## src/rtl/alu_multibyte_seq_if.sv

```systemverilog
// ALU lane bus between the multi-byte sequencer (master)
// and the 8-bit ALU (slave).
interface alu_multibyte_seq_if #(
    parameter int DATA_WIDTH = 8
);
    logic [DATA_WIDTH-1:0] alu_in_one;
    logic [DATA_WIDTH-1:0] alu_in_two;
    logic                  alu_in_carry;
    logic [3:0]            alu_op;
    logic [DATA_WIDTH-1:0] alu_result;
    logic                  alu_zero;
    logic                  alu_carry;
    logic                  alu_negative;

    modport master (
        output alu_in_one,
        output alu_in_two,
        output alu_in_carry,
        output alu_op,
        input  alu_result,
        input  alu_zero,
        input  alu_carry,
        input  alu_negative
    );

    modport slave (
        input  alu_in_one,
        input  alu_in_two,
        input  alu_in_carry,
        input  alu_op,
        output alu_result,
        output alu_zero,
        output alu_carry,
        output alu_negative
    );
endinterface

```

## src/rtl/alu_multibyte_seq.sv

```systemverilog
// Multi-byte ALU sequencer: feeds the 8-bit ALU one lane at a time,
// LSB first, chaining carry/borrow and aggregating the flags.
module alu_multibyte_seq #(
    parameter int DATA_WIDTH = 8,
    parameter int MAX_BYTES  = 4,
    parameter int NB_W       = $clog2(MAX_BYTES) + 1
) (
    input  logic                            clk,
    input  logic                            reset,
    input  logic                            start,
    input  logic [2:0]                      op,
    input  logic [NB_W-1:0]                 num_bytes,
    input  logic [DATA_WIDTH*MAX_BYTES-1:0] operand_a,
    input  logic [DATA_WIDTH*MAX_BYTES-1:0] operand_b,
    output logic                            busy,
    output logic                            done,
    output logic [DATA_WIDTH*MAX_BYTES-1:0] result,
    output logic                            carry_out,
    output logic                            zero_out,
    output logic                            negative_out,
    alu_multibyte_seq_if.master             bus
);
    localparam int W  = DATA_WIDTH * MAX_BYTES;
    localparam int LW = (MAX_BYTES > 1) ? $clog2(MAX_BYTES) : 1;

    // ALU opcode encoding; must track the ALU's decode table
    localparam logic [3:0] ALU_ADD = 4'd0;
    localparam logic [3:0] ALU_ADC = 4'd1;
    localparam logic [3:0] ALU_SUB = 4'd2;
    localparam logic [3:0] ALU_SBC = 4'd3;
    localparam logic [3:0] ALU_AND = 4'd4;
    localparam logic [3:0] ALU_OR  = 4'd5;
    localparam logic [3:0] ALU_XOR = 4'd6;
    localparam logic [3:0] ALU_INV = 4'd7;

    localparam logic [2:0] OP_ADD = 3'd0;
    localparam logic [2:0] OP_SUB = 3'd1;
    localparam logic [2:0] OP_AND = 3'd2;
    localparam logic [2:0] OP_OR  = 3'd3;
    localparam logic [2:0] OP_XOR = 3'd4;
    localparam logic [2:0] OP_INV = 3'd5;

    typedef enum logic [1:0] {IDLE, ISSUE, CAPTURE, DONE} state_t;

    state_t        state;
    logic [W-1:0]  a_reg;
    logic [W-1:0]  b_reg;
    logic [2:0]    op_reg;
    logic [LW-1:0] lane;
    logic [LW-1:0] last;
    logic          zero_acc;

    function automatic logic [DATA_WIDTH-1:0] lane_of(
        input logic [W-1:0] v,
        input int           idx
    );
        return v[idx*DATA_WIDTH +: DATA_WIDTH];
    endfunction

    function automatic logic [3:0] alu_code(
        input logic [2:0] o,
        input logic       first
    );
        case (o)
            OP_ADD:  return first ? ALU_ADD : ALU_ADC;
            OP_SUB:  return first ? ALU_SUB : ALU_SBC;
            OP_AND:  return ALU_AND;
            OP_OR:   return ALU_OR;
            OP_XOR:  return ALU_XOR;
            OP_INV:  return ALU_INV;
            default: return ALU_AND;
        endcase
    endfunction

    // Reserved opcodes run as AND with a zero operand -> result 0
    function automatic logic [DATA_WIDTH-1:0] op_two(
        input logic [2:0]            o,
        input logic [DATA_WIDTH-1:0] b
    );
        return (o > OP_INV) ? '0 : b;
    endfunction

    function automatic logic [LW-1:0] clamp_last(
        input logic [NB_W-1:0] nb
    );
        if (nb == '0) return '0;
        if (int'(nb) > MAX_BYTES) return LW'(MAX_BYTES - 1);
        return LW'(int'(nb) - 1);
    endfunction

    always_ff @(posedge clk) begin
        if (reset) begin
            state            <= IDLE;
            busy             <= 1'b0;
            done             <= 1'b0;
            result           <= '0;
            carry_out        <= 1'b0;
            zero_out         <= 1'b1;
            negative_out     <= 1'b0;
            a_reg            <= '0;
            b_reg            <= '0;
            op_reg           <= OP_ADD;
            lane             <= '0;
            last             <= '0;
            zero_acc         <= 1'b1;
            bus.alu_op       <= ALU_ADD;
            bus.alu_in_one   <= '0;
            bus.alu_in_two   <= '0;
            bus.alu_in_carry <= 1'b0;
        end else begin
            done <= 1'b0;
            unique case (state)
                IDLE: begin
                    if (start) begin
                        state            <= ISSUE;
                        busy             <= 1'b1;
                        a_reg            <= operand_a;
                        b_reg            <= operand_b;
                        op_reg           <= op;
                        last             <= clamp_last(num_bytes);
                        lane             <= '0;
                        result           <= '0;
                        zero_acc         <= 1'b1;
                        bus.alu_op       <= alu_code(op, 1'b1);
                        bus.alu_in_one   <= lane_of(operand_a, 0);
                        bus.alu_in_two   <= op_two(op, lane_of(operand_b, 0));
                        bus.alu_in_carry <= 1'b0;
                    end
                end
                ISSUE: begin
                    state            <= CAPTURE;
                    bus.alu_op       <= ALU_ADD;
                    bus.alu_in_one   <= '0;
                    bus.alu_in_two   <= '0;
                    bus.alu_in_carry <= 1'b0;
                end
                CAPTURE: begin
                    result[int'(lane)*DATA_WIDTH +: DATA_WIDTH] <= bus.alu_result;
                    zero_acc <= zero_acc & bus.alu_zero;
                    if (lane == last) begin
                        state        <= DONE;
                        done         <= 1'b1;
                        carry_out    <= bus.alu_carry;
                        zero_out     <= zero_acc & bus.alu_zero;
                        negative_out <= bus.alu_negative;
                    end else begin
                        // Next lane goes out with the carry just captured
                        state            <= ISSUE;
                        lane             <= lane + 1'b1;
                        bus.alu_op       <= alu_code(op_reg, 1'b0);
                        bus.alu_in_one   <= lane_of(a_reg, int'(lane) + 1);
                        bus.alu_in_two   <= op_two(op_reg,
                                              lane_of(b_reg, int'(lane) + 1));
                        bus.alu_in_carry <= bus.alu_carry;
                    end
                end
                DONE: begin
                    state <= IDLE;
                    busy  <= 1'b0;
                end
                default: state <= IDLE;
            endcase
        end
    end
endmodule

```

## src/flat_wrapper.sv

```systemverilog
// flat-port wrapper written by rule: the top's interface ports become plain ports
module alu_multibyte_seq_flat 
#(
    parameter int DATA_WIDTH = 8,
    parameter int MAX_BYTES  = 4,
    parameter int NB_W       = $clog2(MAX_BYTES) + 1
)
  (clk, reset, start, op, num_bytes, operand_a, operand_b, busy, done, result, carry_out, zero_out, negative_out, bus_alu_in_one, bus_alu_in_two, bus_alu_in_carry, bus_alu_op, bus_alu_result, bus_alu_zero, bus_alu_carry, bus_alu_negative);
  alu_multibyte_seq_if #(.DATA_WIDTH(DATA_WIDTH)) bus_i ();
  input  logic clk;
  input  logic reset;
  input  logic start;
  input  logic [2:0] op;
  input  logic [NB_W-1:0] num_bytes;
  input  logic [DATA_WIDTH*MAX_BYTES-1:0] operand_a;
  input  logic [DATA_WIDTH*MAX_BYTES-1:0] operand_b;
  output logic busy;
  output logic done;
  output logic [DATA_WIDTH*MAX_BYTES-1:0] result;
  output logic carry_out;
  output logic zero_out;
  output logic negative_out;
  output wire logic [$bits(bus_i.alu_in_one)-1:0] bus_alu_in_one;
  output wire logic [$bits(bus_i.alu_in_two)-1:0] bus_alu_in_two;
  output wire logic [$bits(bus_i.alu_in_carry)-1:0] bus_alu_in_carry;
  output wire logic [$bits(bus_i.alu_op)-1:0] bus_alu_op;
  input wire logic [$bits(bus_i.alu_result)-1:0] bus_alu_result;
  input wire logic [$bits(bus_i.alu_zero)-1:0] bus_alu_zero;
  input wire logic [$bits(bus_i.alu_carry)-1:0] bus_alu_carry;
  input wire logic [$bits(bus_i.alu_negative)-1:0] bus_alu_negative;
  assign bus_alu_in_one = bus_i.alu_in_one;
  assign bus_alu_in_two = bus_i.alu_in_two;
  assign bus_alu_in_carry = bus_i.alu_in_carry;
  assign bus_alu_op = bus_i.alu_op;
  assign bus_i.alu_result = bus_alu_result;
  assign bus_i.alu_zero = bus_alu_zero;
  assign bus_i.alu_carry = bus_alu_carry;
  assign bus_i.alu_negative = bus_alu_negative;
  alu_multibyte_seq #(.DATA_WIDTH(DATA_WIDTH), .MAX_BYTES(MAX_BYTES), .NB_W(NB_W)) u_core (.clk(clk), .reset(reset), .start(start), .op(op), .num_bytes(num_bytes), .operand_a(operand_a), .operand_b(operand_b), .busy(busy), .done(done), .result(result), .carry_out(carry_out), .zero_out(zero_out), .negative_out(negative_out), .bus(bus_i));
endmodule
```

## config.mk

```make
export PLATFORM = sky130hd
export DESIGN_NAME = alu_multibyte_seq_flat
export DESIGN_NICKNAME = d
export VERILOG_FILES = /design/src/rtl/alu_multibyte_seq_if.sv /design/src/rtl/alu_multibyte_seq.sv /design/src/flat_wrapper.sv
export SDC_FILE = /design/constraint.sdc
export NUM_CORES = 1
export LEC_CHECK = 0
export BUFFER_PORTS_ARGS = -buffer_cell sky130_fd_sc_hd__clkbuf_2
export CELL_PAD_IN_SITES_DETAIL_PLACEMENT = 1
export CELL_PAD_IN_SITES_GLOBAL_PLACEMENT = 1
export CORE_MARGIN = 3
export CORE_UTILIZATION = 38
export DETAILED_ROUTE_END_ITERATION = 12
export GPL_TIMING_DRIVEN = 0
export PLACE_DENSITY = 0.9
export SETUP_SLACK_MARGIN = 0.3
export SLEW_MARGIN = 15
export SYNTH_ARGS = -nofsm -noshare
export SYNTH_HDL_FRONTEND = slang
export SYNTH_SLANG_ARGS = --single-unit
```

## constraint.sdc

```tcl
create_clock -name clk -period 2.35 [get_ports clk]
set_input_delay 0.705 -clock clk [delete_from_list [all_inputs] [get_ports clk]]
set_output_delay 0.705 -clock clk [all_outputs]
set_load 0.01 [all_outputs]
```

==> results.cfg <==
[setup_path]
r2r_setup_slack_ns = 0.19
reg2reg_from = u_core.lane[0]$_SDFFE_PP0P_
worst_setup_path_end_kind = register
required_ns = 2.69
arrival_ns = 2.50
path_class = reg2reg
ff2ff_path_depth = 9
crit_path_start_kind = register
r2r-end = u_core.result[21]$_SDFFE_PP0P_
crit_fanout = 8

[clock_network]
htree_levels = 4
hold_buffers = 0
path_clk_slew_ns = 0.05
numCtsBuffers = 17
cts_root_buffer = clkbuf_16
clk_latency_ns = 0.41
cts_buffer_depth = 2
clkSinkCount = 115
tritoncts = yes

[power]
finalPower_w = 0.00646
leakagePower_nw = 2.74
ir_drop_mv = 0.551
power-per-cell-area_mw_per_mm2 = 978

[yosys]
avgSynthCellArea_sq_um = 8.78
yosys.area.top_type = dfxtp_1
synth_edf_count = 0
yosysWarnings = 0
synth_area_leaders = dfxtp_1 47%, nand2_1 8.4%, mux2i_1 7.6%, a21oi_1 6.0%, nor2_1 4.6%
async_reset_ff_frac = 0
synth.distinct_cells = 44
synth_top_area_frac = 0.472
syn_area_sq_mm = 0.00487
synth.most_common_cell = dfxtp_1
syn_inst = 555
synth_ff_type = dfxtp_1
syn_nets = 648
seq_area_frac_synth = 0.472
ys_ff_latch = 115
synth_common_cells = 115 x dfxtp_1, 109 x nand2_1, 60 x nor2_1

[run]
drv_cap = 0

[final_layout]
diodes = 0
drive_gt1_frac = 0.324
area_growth_pct = 35.5
ff_latch_area_sq_mm = 0.00231
multi_input_area_sq_mm = 0.00251
fillerInstances = 1484
final-instance-count-excl-fill = 905
fin_util = 0.539
largest_register_ffs = 32
fin_nets = 818

[route]
firstDrtPassIters = 9
detail-route-antenna-nets = 0
avgRoutedWirePerCell_um = 20.6
vias = 4943
drt-total-wl_um = 18600
vias_per_cell = 5.46
drtIter0Drc = 316
remaining_drc_errors = 0

[min_path]
whs_endpoint = u_core.b_reg[8]$_SDFFE_PP0P_
worst_hold_path.num_cells = 2
hp-class = reg2reg
hp-start = u_core.b_reg[8]$_SDFFE_PP0P_

[floorplanning]
die_x_um = 119
rows = 40
coreArea_sq_mm = 0.0123
start_util = 0.397
io_pins = 142
die-area_sq_mm = 0.0142
fp.dieH_um = 119

[sta]
final.period_utilization = 0.921
setup_slack_ns = 0.185
rsz0062_at_grt = yes
setup_violations = 0
clock_skew_ns = 0.00763
finalHoldViolCount = 0
tightestPinTransition_ns = 0.723
slew_headroom = 0.518
min_period_ns = 2.16
setup-tns-final_ns = 0
max_freq_ghz = 0.462
maxSlewViolCount = 0

[grt]
grt_usage = 0.248
grt_pass1_vias = 5239
grt_max_degree = 17
antenna_found_initial = 0
grt_overflow = 0
grt_pass1_wl_um = 27800

[place]
place.gp.congestion = 0.841
numPortBuffers = 140
post-dp-hpwl_um = 12300
placed_cells_incl_taps = 863
dp_slack_ns = -0.294

[outcome]
status = finished clean
layout make-up:
type | count | share of cell area
multi-input combinational | 394 | 0.380
sequential | 115 | 0.350
timing repair buffer | 151 | 0.121
clock buffer | 21 | 0.0682
tap | 168 | 0.0318
buffer | 37 | 0.0307
clock inverter | 10 | 0.0131
inverter | 9 | 0.00568
per-layer routing:
metal | part of all wire | GRT usage
met1 | 0.39 | 0.287
met3 | 0.058 | 0.0598
met5 | 0 | 0
met2 | 0.51 | 0.439
met4 | 0.036 | 0.0978
kinds of logic after synthesis:
kind of cell	share of synthesized area
and+or+nand+nor	0.186
AOI/OAI and AO/OA	0.190
DFF	0.472
buffers and inverters	0.0416
muxes	0.0783
adders and majority gates	0.0252
xor gates and xnor gates	0.00539
other	0.000769
how the worst max path moves through the flow:
stage | from | to | slack (ns) | depth (start not counted)
floorplan | u_core.lane[0]$_SDFFE_PP0P_ | u_core.result[10]$_SDFFE_PP0P_ | 0.33 | 8
global placement | u_core.lane[0]$_SDFFE_PP0P_ | u_core.result[15]$_SDFFE_PP0P_ | -0.11 | 8
detailed placement | u_core.lane[0]$_SDFFE_PP0P_ | u_core.result[10]$_SDFFE_PP0P_ | -0.29 | 8
CTS | u_core.lane[0]$_SDFFE_PP0P_ | u_core.result[25]$_SDFFE_PP0P_ | 0.28 | 9
global route | u_core.lane[0]$_SDFFE_PP0P_ | u_core.result[21]$_SDFFE_PP0P_ | 0.12 | 9
finish | u_core.lane[0]$_SDFFE_PP0P_ | u_core.result[21]$_SDFFE_PP0P_ | 0.19 | 9
report_power, final:
group / switching [W] / internal [W] / total (W)
logic: 0.00108 / 0.000657 / 0.00174
registers: 0.000160 / 0.00219 / 0.00235
clock network: 0.000905 / 0.00146 / 0.00237
repair_timing:
| item | 4_1_cts | 5_1_grt |
|---|---|---|
| buffers inserted | 6 | 5 |
| pin swaps | 3 | 3 |
| cloned | 0 | 0 |
| endpoints found under the setup margin | 92 | 91 |
| gates resized for setup | 23 | 31 |
critical path, stage by stage, from the launching register on:
cell,delay (ns)
dfxtp_4,0.36
buf_6,0.12
buf_12,0.10
clkinvlp_4,0.15
ha_4,0.33
and2_1,0.23
nor4b_4,0.32
buf_4,0.23
a22oi_1,0.10
nor2_1,0.15
per-stage QoR:
step / hold WS (ns) / area [sq um]
after floorplan: 0.436 / 4870
after global placement: 0.442 / 5780
after detailed placement: 0.452 / 5780
after CTS: 0.460 / 6470
after global routing: 0.480 / 6600
final: 0.460 / 6600
placed cells by master, fill, tap and decap left out, types with 4 or more instances in the layout:
| cell | netlist | routed |
|---|---|---|
| clkbuf_2 | 0 | 147 |
| dfxtp_1 | 115 | 111 |
| nand2_1 | 109 | 107 |
| nor2_1 | 60 | 59 |
| a21oi_1 | 58 | 56 |
| mux2i_1 | 37 | 37 |
| a22oi_1 | 25 | 25 |
| clkbuf_1 | 27 | 22 |
| clkbuf_16 | 0 | 17 |
| o2bb2ai_1 | 15 | 15 |
| buf_4 | 2 | 12 |
| and2_1 | 11 | 11 |
| a211oi_2 | 8 | 8 |
| inv_1 | 8 | 7 |
| ha_1 | 9 | 6 |
| nand2b_1 | 5 | 5 |
| clkinv_2 | 0 | 5 |
| clkinvlp_4 | 0 | 4 |
| buf_2 | 6 | 4 |
| nand3b_1 | 4 | 4 |
| nor3_2 | 0 | 4 |
| a221oi_1 | 7 | 4 |
| nor3_1 | 9 | 4 |
| o21ai_0 | 4 | 4 |
Power figures use the tool's default switching activity.
